`src/rtl/synth_pkg.sv`:
```
// Shared types for the jingle sequencer: controller state and request source.
package synth_pkg;

  // Controller states. START is the single cycle in which the command strobe is high.
  typedef enum logic [1:0] {
    IDLE  = 2'd0,
    START = 2'd1,
    PLAY  = 2'd2,
    GAP   = 2'd3
  } seq_state_t;

  // Who asked for the jingle currently in flight.
  typedef enum logic {
    SRC_MANUAL = 1'b0,
    SRC_AUTO   = 1'b1
  } seq_src_t;

  // Smallest silent gap the counter scheme can represent.
  localparam int GAP_CYCLES_MIN = 2;

  // Next playlist index, wrapping with an explicit compare so the table
  // length need not be a power of two.
  function automatic int next_index(input int pos, input int len);
    if (pos >= len - 1) begin
      return 0;
    end else begin
      return pos + 1;
    end
  endfunction

endpackage

```
`src/rtl/seq_playlist_ram.sv`:
```
// Playlist register file: SEQ_LEN entries of NUM_W bits, synchronous write,
// asynchronous read, and reset contents entry i = i mod JINGLE_CNT.
module seq_playlist_ram #(
  parameter int JINGLE_CNT = 8,
  parameter int SEQ_LEN    = 8,
  parameter int NUM_W      = $clog2(JINGLE_CNT),
  parameter int POS_W      = $clog2(SEQ_LEN)
) (
  input  logic             clk,
  input  logic             rst,
  input  logic             wr_en,
  input  logic [POS_W-1:0] wr_addr,
  input  logic [NUM_W-1:0] wr_data,
  input  logic [POS_W-1:0] rd_addr,
  output logic [NUM_W-1:0] rd_data
);

  localparam int ADDR_W = POS_W + 1;
  localparam logic [ADDR_W-1:0] ENTRY_LIMIT = ADDR_W'(SEQ_LEN);

  logic [NUM_W-1:0] mem [SEQ_LEN];
  logic             wr_ok;

  // Drop writes aimed past the end of a non-power-of-two table.
  always_comb begin
    wr_ok = 1'b0;
    if (wr_en && ({1'b0, wr_addr} < ENTRY_LIMIT)) begin
      wr_ok = 1'b1;
    end else begin
      wr_ok = 1'b0;
    end
  end

  // Table storage: default ramp on reset, otherwise accept the write port.
  always_ff @(posedge clk) begin
    if (rst) begin
      for (int i = 0; i < SEQ_LEN; i++) begin
        mem[i] <= NUM_W'(i % JINGLE_CNT);
      end
    end else if (wr_ok) begin
      mem[wr_addr] <= wr_data;
    end
  end

  // Read is combinational so a same-cycle write is seen only from the next cycle.
  always_comb begin
    rd_data = mem[rd_addr];
  end

endmodule

```
`src/rtl/jingle_sequencer.sv`:
```
// Jingle sequencer: chooses the next jingle for audio_send from manual key
// requests or a programmable playlist, and paces playlist entries with a
// fixed silent gap.
module jingle_sequencer
  import synth_pkg::*;
#(
  parameter int JINGLE_CNT = 8,
  parameter int SEQ_LEN    = 8,
  parameter int GAP_CYCLES = 48000,
  parameter int NUM_W      = $clog2(JINGLE_CNT),
  parameter int POS_W      = $clog2(SEQ_LEN)
) (
  input  logic             clk_i,
  input  logic             rst_i,
  input  logic             auto_mode_i,
  input  logic [NUM_W-1:0] key_num_i,
  input  logic             key_num_val_i,
  input  logic             prog_wr_i,
  input  logic [POS_W-1:0] prog_addr_i,
  input  logic [NUM_W-1:0] prog_data_i,
  input  logic             jingle_done_i,
  output logic [NUM_W-1:0] jingle_num_o,
  output logic             jingle_num_val_o,
  output logic             busy_o,
  output logic [POS_W-1:0] seq_pos_o
);

  localparam int CNT_W = $clog2(GAP_CYCLES);
  localparam int KEY_W = NUM_W + 1;
  localparam logic [KEY_W-1:0] KEY_LIMIT = KEY_W'(JINGLE_CNT);
  localparam logic [POS_W-1:0] LAST_POS  = POS_W'(SEQ_LEN - 1);
  localparam logic [CNT_W-1:0] GAP_LOAD  = CNT_W'(GAP_CYCLES - 1);

  seq_state_t       state;
  seq_src_t         src;
  logic [CNT_W-1:0] gap_cnt;

  logic             key_ok;
  logic [POS_W-1:0] next_pos;
  logic [POS_W-1:0] rd_addr;
  logic [NUM_W-1:0] rd_data;

  seq_playlist_ram #(
    .JINGLE_CNT (JINGLE_CNT),
    .SEQ_LEN    (SEQ_LEN),
    .NUM_W      (NUM_W),
    .POS_W      (POS_W)
  ) u_playlist (
    .clk     (clk_i),
    .rst     (rst_i),
    .wr_en   (prog_wr_i),
    .wr_addr (prog_addr_i),
    .wr_data (prog_data_i),
    .rd_addr (rd_addr),
    .rd_data (rd_data)
  );

  // Request qualification, playlist wrap and the playlist read address.
  // In GAP the entry to latch is the one after the current position; in
  // IDLE it is the current position itself.
  always_comb begin
    key_ok   = 1'b0;
    next_pos = seq_pos_o;
    rd_addr  = seq_pos_o;
    if (key_num_val_i && ({1'b0, key_num_i} < KEY_LIMIT)) begin
      key_ok = 1'b1;
    end else begin
      key_ok = 1'b0;
    end
    if (seq_pos_o == LAST_POS) begin
      next_pos = {POS_W{1'b0}};
    end else begin
      next_pos = seq_pos_o + POS_W'(1);
    end
    if (state == GAP) begin
      rd_addr = next_pos;
    end else begin
      rd_addr = seq_pos_o;
    end
  end

  // Controller FSM with gap counter and registered command outputs.
  // Entering START always loads the number and raises the strobe, so the
  // strobe lasts exactly the one START cycle.
  always_ff @(posedge clk_i) begin
    if (rst_i) begin
      state            <= IDLE;
      src              <= SRC_MANUAL;
      gap_cnt          <= {CNT_W{1'b0}};
      seq_pos_o        <= {POS_W{1'b0}};
      jingle_num_o     <= {NUM_W{1'b0}};
      jingle_num_val_o <= 1'b0;
      busy_o           <= 1'b0;
    end else begin
      jingle_num_val_o <= 1'b0;
      case (state)
        IDLE: begin
          if (key_ok) begin
            state            <= START;
            src              <= SRC_MANUAL;
            jingle_num_o     <= key_num_i;
            jingle_num_val_o <= 1'b1;
            busy_o           <= 1'b1;
          end else if (auto_mode_i) begin
            state            <= START;
            src              <= SRC_AUTO;
            jingle_num_o     <= rd_data;
            jingle_num_val_o <= 1'b1;
            busy_o           <= 1'b1;
          end else begin
            busy_o           <= 1'b0;
          end
        end
        START: begin
          // Key strobes and done pulses are deliberately not looked at here.
          state  <= PLAY;
          busy_o <= 1'b1;
        end
        PLAY: begin
          if (key_ok) begin
            // A key beats a coincident done pulse and preempts the jingle.
            state            <= START;
            src              <= SRC_MANUAL;
            jingle_num_o     <= key_num_i;
            jingle_num_val_o <= 1'b1;
            busy_o           <= 1'b1;
          end else if (jingle_done_i) begin
            if ((src == SRC_AUTO) && auto_mode_i) begin
              state   <= GAP;
              gap_cnt <= GAP_LOAD;
              busy_o  <= 1'b1;
            end else begin
              state   <= IDLE;
              busy_o  <= 1'b0;
            end
          end else begin
            busy_o <= 1'b1;
          end
        end
        GAP: begin
          if (key_ok) begin
            // Preemption leaves the playlist position where it was.
            state            <= START;
            src              <= SRC_MANUAL;
            jingle_num_o     <= key_num_i;
            jingle_num_val_o <= 1'b1;
            busy_o           <= 1'b1;
          end else if (!auto_mode_i) begin
            state  <= IDLE;
            busy_o <= 1'b0;
          end else if (gap_cnt == {CNT_W{1'b0}}) begin
            state            <= START;
            src              <= SRC_AUTO;
            seq_pos_o        <= next_pos;
            jingle_num_o     <= rd_data;
            jingle_num_val_o <= 1'b1;
            busy_o           <= 1'b1;
          end else begin
            gap_cnt <= gap_cnt - CNT_W'(1);
            busy_o  <= 1'b1;
          end
        end
        default: begin
          state  <= IDLE;
          busy_o <= 1'b0;
        end
      endcase
    end
  end

endmodule

```
`config.mk`:
```
export PLATFORM = sky130hd
export DESIGN_NAME = jingle_sequencer
export DESIGN_NICKNAME = d
export VERILOG_FILES = /design/src/rtl/synth_pkg.sv /design/src/rtl/seq_playlist_ram.sv /design/src/rtl/jingle_sequencer.sv
export SDC_FILE = /design/constraint.sdc
export NUM_CORES = 1
export LEC_CHECK = 0
export ABC_CLOCK_PERIOD_IN_PS = 4100
export CORE_ASPECT_RATIO = 0.7
export CORE_UTILIZATION = 45
export CTS_BUF_LIST = sky130_fd_sc_hd__clkbuf_4
export DETAILED_ROUTE_END_ITERATION = 6
export DONT_BUFFER_PORTS = 1
export GPL_ROUTABILITY_DRIVEN = 0
export HOLD_SLACK_MARGIN = 0.12
export SYNTH_ARGS = -nofsm -noshare
export SYNTH_HDL_FRONTEND = slang
export SYNTH_SLANG_ARGS = --single-unit
```
`constraint.sdc`:
```
create_clock -name clk_i -period 4.1 [get_ports clk_i]
set_clock_uncertainty 0.15 [all_clocks]
set_input_delay 0.82 -clock clk_i [delete_from_list [all_inputs] [get_ports clk_i]]
set_output_delay 0.82 -clock clk_i [all_outputs]
set_load 0.01 [all_outputs]
```
==> report_table.html <==
<table>
<tr><th>Metric</th><th>Value</th></tr>
<tr><th colspan="2">Setup path</th></tr>
<tr><td>Critical path required time</td><td>4.21 ns</td></tr>
<tr><td>Largest stage delay on the critical path</td><td>~0.65 ns</td></tr>
<tr><td>Critical path launch point type</td><td>register</td></tr>
<tr><td>Endpoint of the worst register-to-register path</td><td>gap_cnt[11]</td></tr>
<tr><td>Data arrival time at the worst-slack endpoint</td><td>2.93 ns</td></tr>
<tr><td>Setup Crit Path Kind</td><td>reg -&gt; reg</td></tr>
<tr><td>Endpoint kind of the worst setup timing path</td><td>register</td></tr>
<tr><td>Cell mode on critical path</td><td>sky130_fd_sc_hd__a21oi_1</td></tr>
<tr><td>CP Cell Sequence</td><td>ha_1 &gt; nor2b_1 &gt; o2111ai_1 &gt; or4_2 &gt; a21oi_1 &gt; a21oi_1</td></tr>
<tr><td>Slowest-stage cell, CP</td><td>sky130_fd_sc_hd__or4_2</td></tr>
<tr><td>Path depth of the worst reg2reg path</td><td>6</td></tr>
<tr><td>CP Max Fanout</td><td>18</td></tr>
<tr><td>Reg-to-reg setup timing slack</td><td>around 1.3 ns</td></tr>
<tr><td>Critical R2R Launch</td><td>state[0]</td></tr>
<tr><td>Buf/Inv on CP</td><td>0</td></tr>
<tr><td>Family of cells with the greatest summed delay on the critical path</td><td>simple AND/OR/NAND/NOR gates</td></tr>
<tr><th colspan="2">Pwr</th></tr>
<tr><td>Sw Ratio</td><td>31.8%</td></tr>
<tr><td>Switching power</td><td>338 uW</td></tr>
<tr><td>Proportion of power drawn by combinational gates</td><td>a little under a fifth</td></tr>
<tr><td>Leakage power figure</td><td>about 1.1 nW</td></tr>
<tr><td>Part of the total power dissipated in sequential elements</td><td>56.7%</td></tr>
<tr><td>Part of the total power dissipated in the clock network</td><td>24.3%</td></tr>
<tr><td>Total power per unit cell area</td><td>approximately 340 nW/um^2</td></tr>
<tr><td>Cell-internal power</td><td>slightly above 700 uW</td></tr>
<tr><td>Largest voltage drop on the vdd net</td><td>approximately 160 uV</td></tr>
<tr><th colspan="2">Global route</th></tr>
<tr><td>Sum of overflow across all layers after global routing</td><td>0</td></tr>
<tr><td>First-pass GRT wire length</td><td>about 12,000 microns</td></tr>
<tr><td>Maximum number of pins on one net before global-route repair</td><td>37</td></tr>
<tr><td>Antenna violations before repair</td><td>0</td></tr>
<tr><td>Overall routing resource usage</td><td>between 20% and 30%</td></tr>
<tr><td>Via count of the first global-routing pass</td><td>2,179</td></tr>
<tr><th colspan="2">Detailed routing</th></tr>
<tr><td>Number of iterations in the first detailed-routing pass</td><td>4</td></tr>
<tr><td>Iter 0 DRT Violations</td><td>191</td></tr>
<tr><td>Sum of routed wire length over all layers</td><td>6770 microns</td></tr>
<tr><td>Detailed-route wire length per cell</td><td>around 16 microns</td></tr>
<tr><td>Total number of vias</td><td>around 2,400</td></tr>
<tr><td>Residual DRC count</td><td>0</td></tr>
<tr><td>Via-per-instance ratio</td><td>5.89</td></tr>
<tr><td>Number of routed nets with antenna violations</td><td>0</td></tr>
<tr><th colspan="2">Worst hold path</th></tr>
<tr><td>Worst min-delay path startpoint</td><td>rst_i</td></tr>
<tr><td>Class of the worst hold path</td><td>in -&gt; reg</td></tr>
<tr><td>End point of the most critical hold path</td><td>gap_cnt[12]</td></tr>
<tr><td>Cell depth of the worst min-delay path</td><td>1</td></tr>
<tr><th colspan="2">Placed design</th></tr>
<tr><td>Port bufs</td><td>0</td></tr>
<tr><td>Half-perimeter wire length after placement</td><td>between 4000 and 5000 microns</td></tr>
<tr><td>Dpl cell area</td><td>3100 sq um</td></tr>
<tr><td>Number of placed instances with taps included</td><td>403</td></tr>
<tr><th colspan="2">Floorplan</th></tr>
<tr><td>Die span in y</td><td>71.0 microns</td></tr>
<tr><td>Die area</td><td>7140 sq um</td></tr>
<tr><td>Starting density of the core</td><td>between 40% and 50%</td></tr>
<tr><td>Total I/O pin count</td><td>23</td></tr>
<tr><td>Die boundary width</td><td>101 microns</td></tr>
<tr><td>Placeable Area</td><td>6400 sq um</td></tr>
<tr><td>Number of placement rows</td><td>24</td></tr>
<tr><th colspan="2">Synthesis</th></tr>
<tr><td>Number of synthesis warnings</td><td>0</td></tr>
<tr><td>Yosys reg bits</td><td>51</td></tr>
<tr><td>Synth top area cells</td><td>sky130_fd_sc_hd__edfxtp_1 24%, sky130_fd_sc_hd__dfxtp_1 18%, sky130_fd_sc_hd__a21oi_1 4.6%</td></tr>
<tr><td>Sequential element share of the synthesized area</td><td>41.2%</td></tr>
<tr><td>Mean area per synthesized cell</td><td>9.30 sq um</td></tr>
<tr><td>Number of distinct standard cells referenced by the synthesized netlist</td><td>between 50 and 60</td></tr>
<tr><td>Main flop type after synthesis</td><td>sky130_fd_sc_hd__dfxtp_1</td></tr>
<tr><td>Asr flop ratio synth</td><td>0%</td></tr>
<tr><td>Mapped Cells</td><td>about 330</td></tr>
<tr><td>Number of enable flip-flop cells after synthesis</td><td>24</td></tr>
<tr><td>Library cell with the largest summed area after synthesis</td><td>sky130_fd_sc_hd__edfxtp_1</td></tr>
<tr><td>Yosys top cell area share</td><td>23.6%</td></tr>
<tr><td>Cell area after technology mapping</td><td>3060 sq um</td></tr>
<tr><td>Post-synth net total</td><td>353</td></tr>
<tr><th colspan="2">Timing</th></tr>
<tr><td>Worst-margin pin slew</td><td>0.898 ns</td></tr>
<tr><td>Final number of hold-violating endpoints</td><td>0</td></tr>
<tr><td>Final number of setup-violating endpoints</td><td>0</td></tr>
<tr><td>Share of the clock period used by the worst path</td><td>68.7%</td></tr>
<tr><td>Max-slew violation total from the final report</td><td>0</td></tr>
<tr><td>Max-Slew Margin vs Limit</td><td>39.6%</td></tr>
<tr><td>Minimum period implied by the final worst setup slack</td><td>2.82 ns</td></tr>
<tr><td>Setup Total Neg Slack</td><td>0 ns</td></tr>
<tr><td>RSZ-0062 raised after global routing</td><td>no</td></tr>
<tr><td>Upper clock frequency limit</td><td>355 MHz</td></tr>
<tr><th colspan="2">Clock tree</th></tr>
<tr><td>Clock Root Buffer</td><td>sky130_fd_sc_hd__clkbuf_4</td></tr>
<tr><td>Buffers from clock root to sink, at most</td><td>2</td></tr>
<tr><td>Insertion delay to the later sink of the worst-skew pair</td><td>0.38 ns</td></tr>
<tr><td>Count of hold buffers inserted by post-cts repair</td><td>0</td></tr>
<tr><td>Number of buffers inserted to repair setup after CTS</td><td>0</td></tr>
<tr><td>CTS sink count</td><td>51</td></tr>
<tr><td>Worst-path clk slew</td><td>~0.17 ns</td></tr>
<tr><td>H-tree depth reported by CTS</td><td>2</td></tr>
<tr><td>CTS tree</td><td>built</td></tr>
<tr><td>Post-cts sizing count</td><td>0</td></tr>
<tr><td>Number of buffers added by the clock tree synthesis step</td><td>5</td></tr>
<tr><th colspan="2">Run</th></tr>
<tr><td>Max-cap violation count</td><td>0</td></tr>
<tr><th colspan="2">Status</th></tr>
<tr><td>Status</td><td>completed</td></tr>
<tr><th colspan="2">Cells and area</th></tr>
<tr><td>Relative area change from synthesis to final layout</td><td>3.35%</td></tr>
<tr><td>ANT cells</td><td>0</td></tr>
<tr><td>Final net count</td><td>approximately 340</td></tr>
<tr><td>Filler Cells Inserted</td><td>609</td></tr>
<tr><td>Area used by sequential logic in the layout</td><td>between 1000 and 1500 sq um</td></tr>
<tr><td>Non-Filler Instances</td><td>411</td></tr>
<tr><td>Share of final-layout standard cells stronger than drive strength 1</td><td>between 10% and 20%</td></tr>
<tr><td>Final std cell area, no fill</td><td>3160 sq um</td></tr>
<tr><td>Multi-input combinational cell area</td><td>1660 sq um</td></tr>
</table>
-- power by group through the flow --
stage                     Sequential, mW  Combinational [mW]  Clock (mW)
final                              0.602               0.202       0.258
after detailed placement           0.614               0.199           0
after global placement             0.612               0.200           0
after CTS                          0.602               0.201       0.265
after global routing               0.608               0.230       0.288
after floorplan                    0.603               0.170           0
-- synthesized netlist by cell type (3+ instances only) --
library cell,n
sky130_fd_sc_hd__a2111oi_0,5
sky130_fd_sc_hd__a211oi_1,8
sky130_fd_sc_hd__a21o_1,4
sky130_fd_sc_hd__a21oi_1,28
sky130_fd_sc_hd__and2_1,12
sky130_fd_sc_hd__clkbuf_1,13
sky130_fd_sc_hd__dfxtp_1,27
sky130_fd_sc_hd__edfxtp_1,24
sky130_fd_sc_hd__ha_1,9
sky130_fd_sc_hd__inv_1,12
sky130_fd_sc_hd__mux2_2,8
sky130_fd_sc_hd__mux2i_1,8
sky130_fd_sc_hd__nand2_1,20
sky130_fd_sc_hd__nand2b_1,7
sky130_fd_sc_hd__nand4b_1,3
sky130_fd_sc_hd__nor2_1,30
sky130_fd_sc_hd__nor2b_1,10
sky130_fd_sc_hd__nor3_1,5
sky130_fd_sc_hd__o211ai_1,5
sky130_fd_sc_hd__o21ai_0,7
sky130_fd_sc_hd__o221ai_1,3
sky130_fd_sc_hd__o311ai_0,5
sky130_fd_sc_hd__or2_2,8
sky130_fd_sc_hd__or3_1,12
sky130_fd_sc_hd__or4_2,3
sky130_fd_sc_hd__xnor2_1,11
-- area by class of cell --
class	instances	area share [%]
inverters	12	1.42
multi-input cells	247	52.6
clock inverters	3	0.831
clock buffers	5	1.19
repair buffers	2	0.475
flip-flops and latches	51	39.9
well taps	91	3.60
-- cell usage in the layout (no fill, tap or decap), types with 3 or more instances in the layout --
cell type and n:
sky130_fd_sc_hd__nor2_1 30, sky130_fd_sc_hd__a21oi_1 28, sky130_fd_sc_hd__dfxtp_1 27, sky130_fd_sc_hd__edfxtp_1 24
sky130_fd_sc_hd__nand2_1 20, sky130_fd_sc_hd__inv_1 12, sky130_fd_sc_hd__or3_1 12, sky130_fd_sc_hd__and2_1 12
sky130_fd_sc_hd__xnor2_1 11, sky130_fd_sc_hd__nor2b_1 10, sky130_fd_sc_hd__ha_1 9, sky130_fd_sc_hd__or2_2 8
sky130_fd_sc_hd__a211oi_1 8, sky130_fd_sc_hd__mux2i_1 8, sky130_fd_sc_hd__mux2_2 8, sky130_fd_sc_hd__nand2b_1 7
sky130_fd_sc_hd__o21ai_0 7, sky130_fd_sc_hd__nor3_1 5, sky130_fd_sc_hd__a2111oi_0 5, sky130_fd_sc_hd__o211ai_1 5
sky130_fd_sc_hd__o311ai_0 5, sky130_fd_sc_hd__clkbuf_4 5, sky130_fd_sc_hd__a21o_1 4, sky130_fd_sc_hd__nand4b_1 3
sky130_fd_sc_hd__o221ai_1 3, sky130_fd_sc_hd__or4_2 3
-- sequential cells by signal, indices dropped and copies added (netlist names) --
register,flops
seq_pos_o,3
state,2
busy_o,1
jingle_num_val_o,1
jingle_num_o,3
gap_cnt,16
u_playlist.mem,24
src,1
-- worst max-delay path by stage --
stage                           from              end  slack [ns]  depth (start not counted)
after floorplan           gap_cnt[2]      gap_cnt[15]        1.61                          6
after global placement      state[0]  jingle_num_o[0]        1.37                          6
after detailed placement    state[0]      gap_cnt[11]        1.33                          6
after CTS                   state[0]      gap_cnt[11]        1.29                          6
after global routing        state[0]      gap_cnt[11]        1.05                          6
final                       state[0]      gap_cnt[11]        1.28                          6
-- layer usage --
layer  global-route usage (%)  routed length, microns
met2                     27.2                    2610
met5                        0                       0
met3                     3.85                     452
met4                     4.35                      51
met1                     34.2                    3660
-- kinds of logic after synthesis --
kind of cell	count (synthesis)	synth area share, %
AND/OR/NAND/NOR	129	23.6
AO/OA/AOI/OAI	81	18.1
flip-flops	51	41.2
buffers and inverters	31	4.42
multiplexers	16	5.56
XOR/XNOR	12	3.44
adder cells (fa/ha/maj)	9	3.68
-- per-stage QoR --
step | hold WS [ns] | setup slack, ns | power (mW) | utilization (%)
final | 0.338 | 1.28 | 1.06 | 49.4
after global routing | 0.304 | 1.05 | 1.13 | 49.4
after floorplan | 0.287 | 1.61 | 0.773 | -
after detailed placement | 0.337 | 1.33 | 0.813 | 48.4
after CTS | 0.312 | 1.29 | 1.07 | 49.4
after global placement | 0.299 | 1.37 | 0.812 | 48.4
Power figures use the tool's default switching activity.
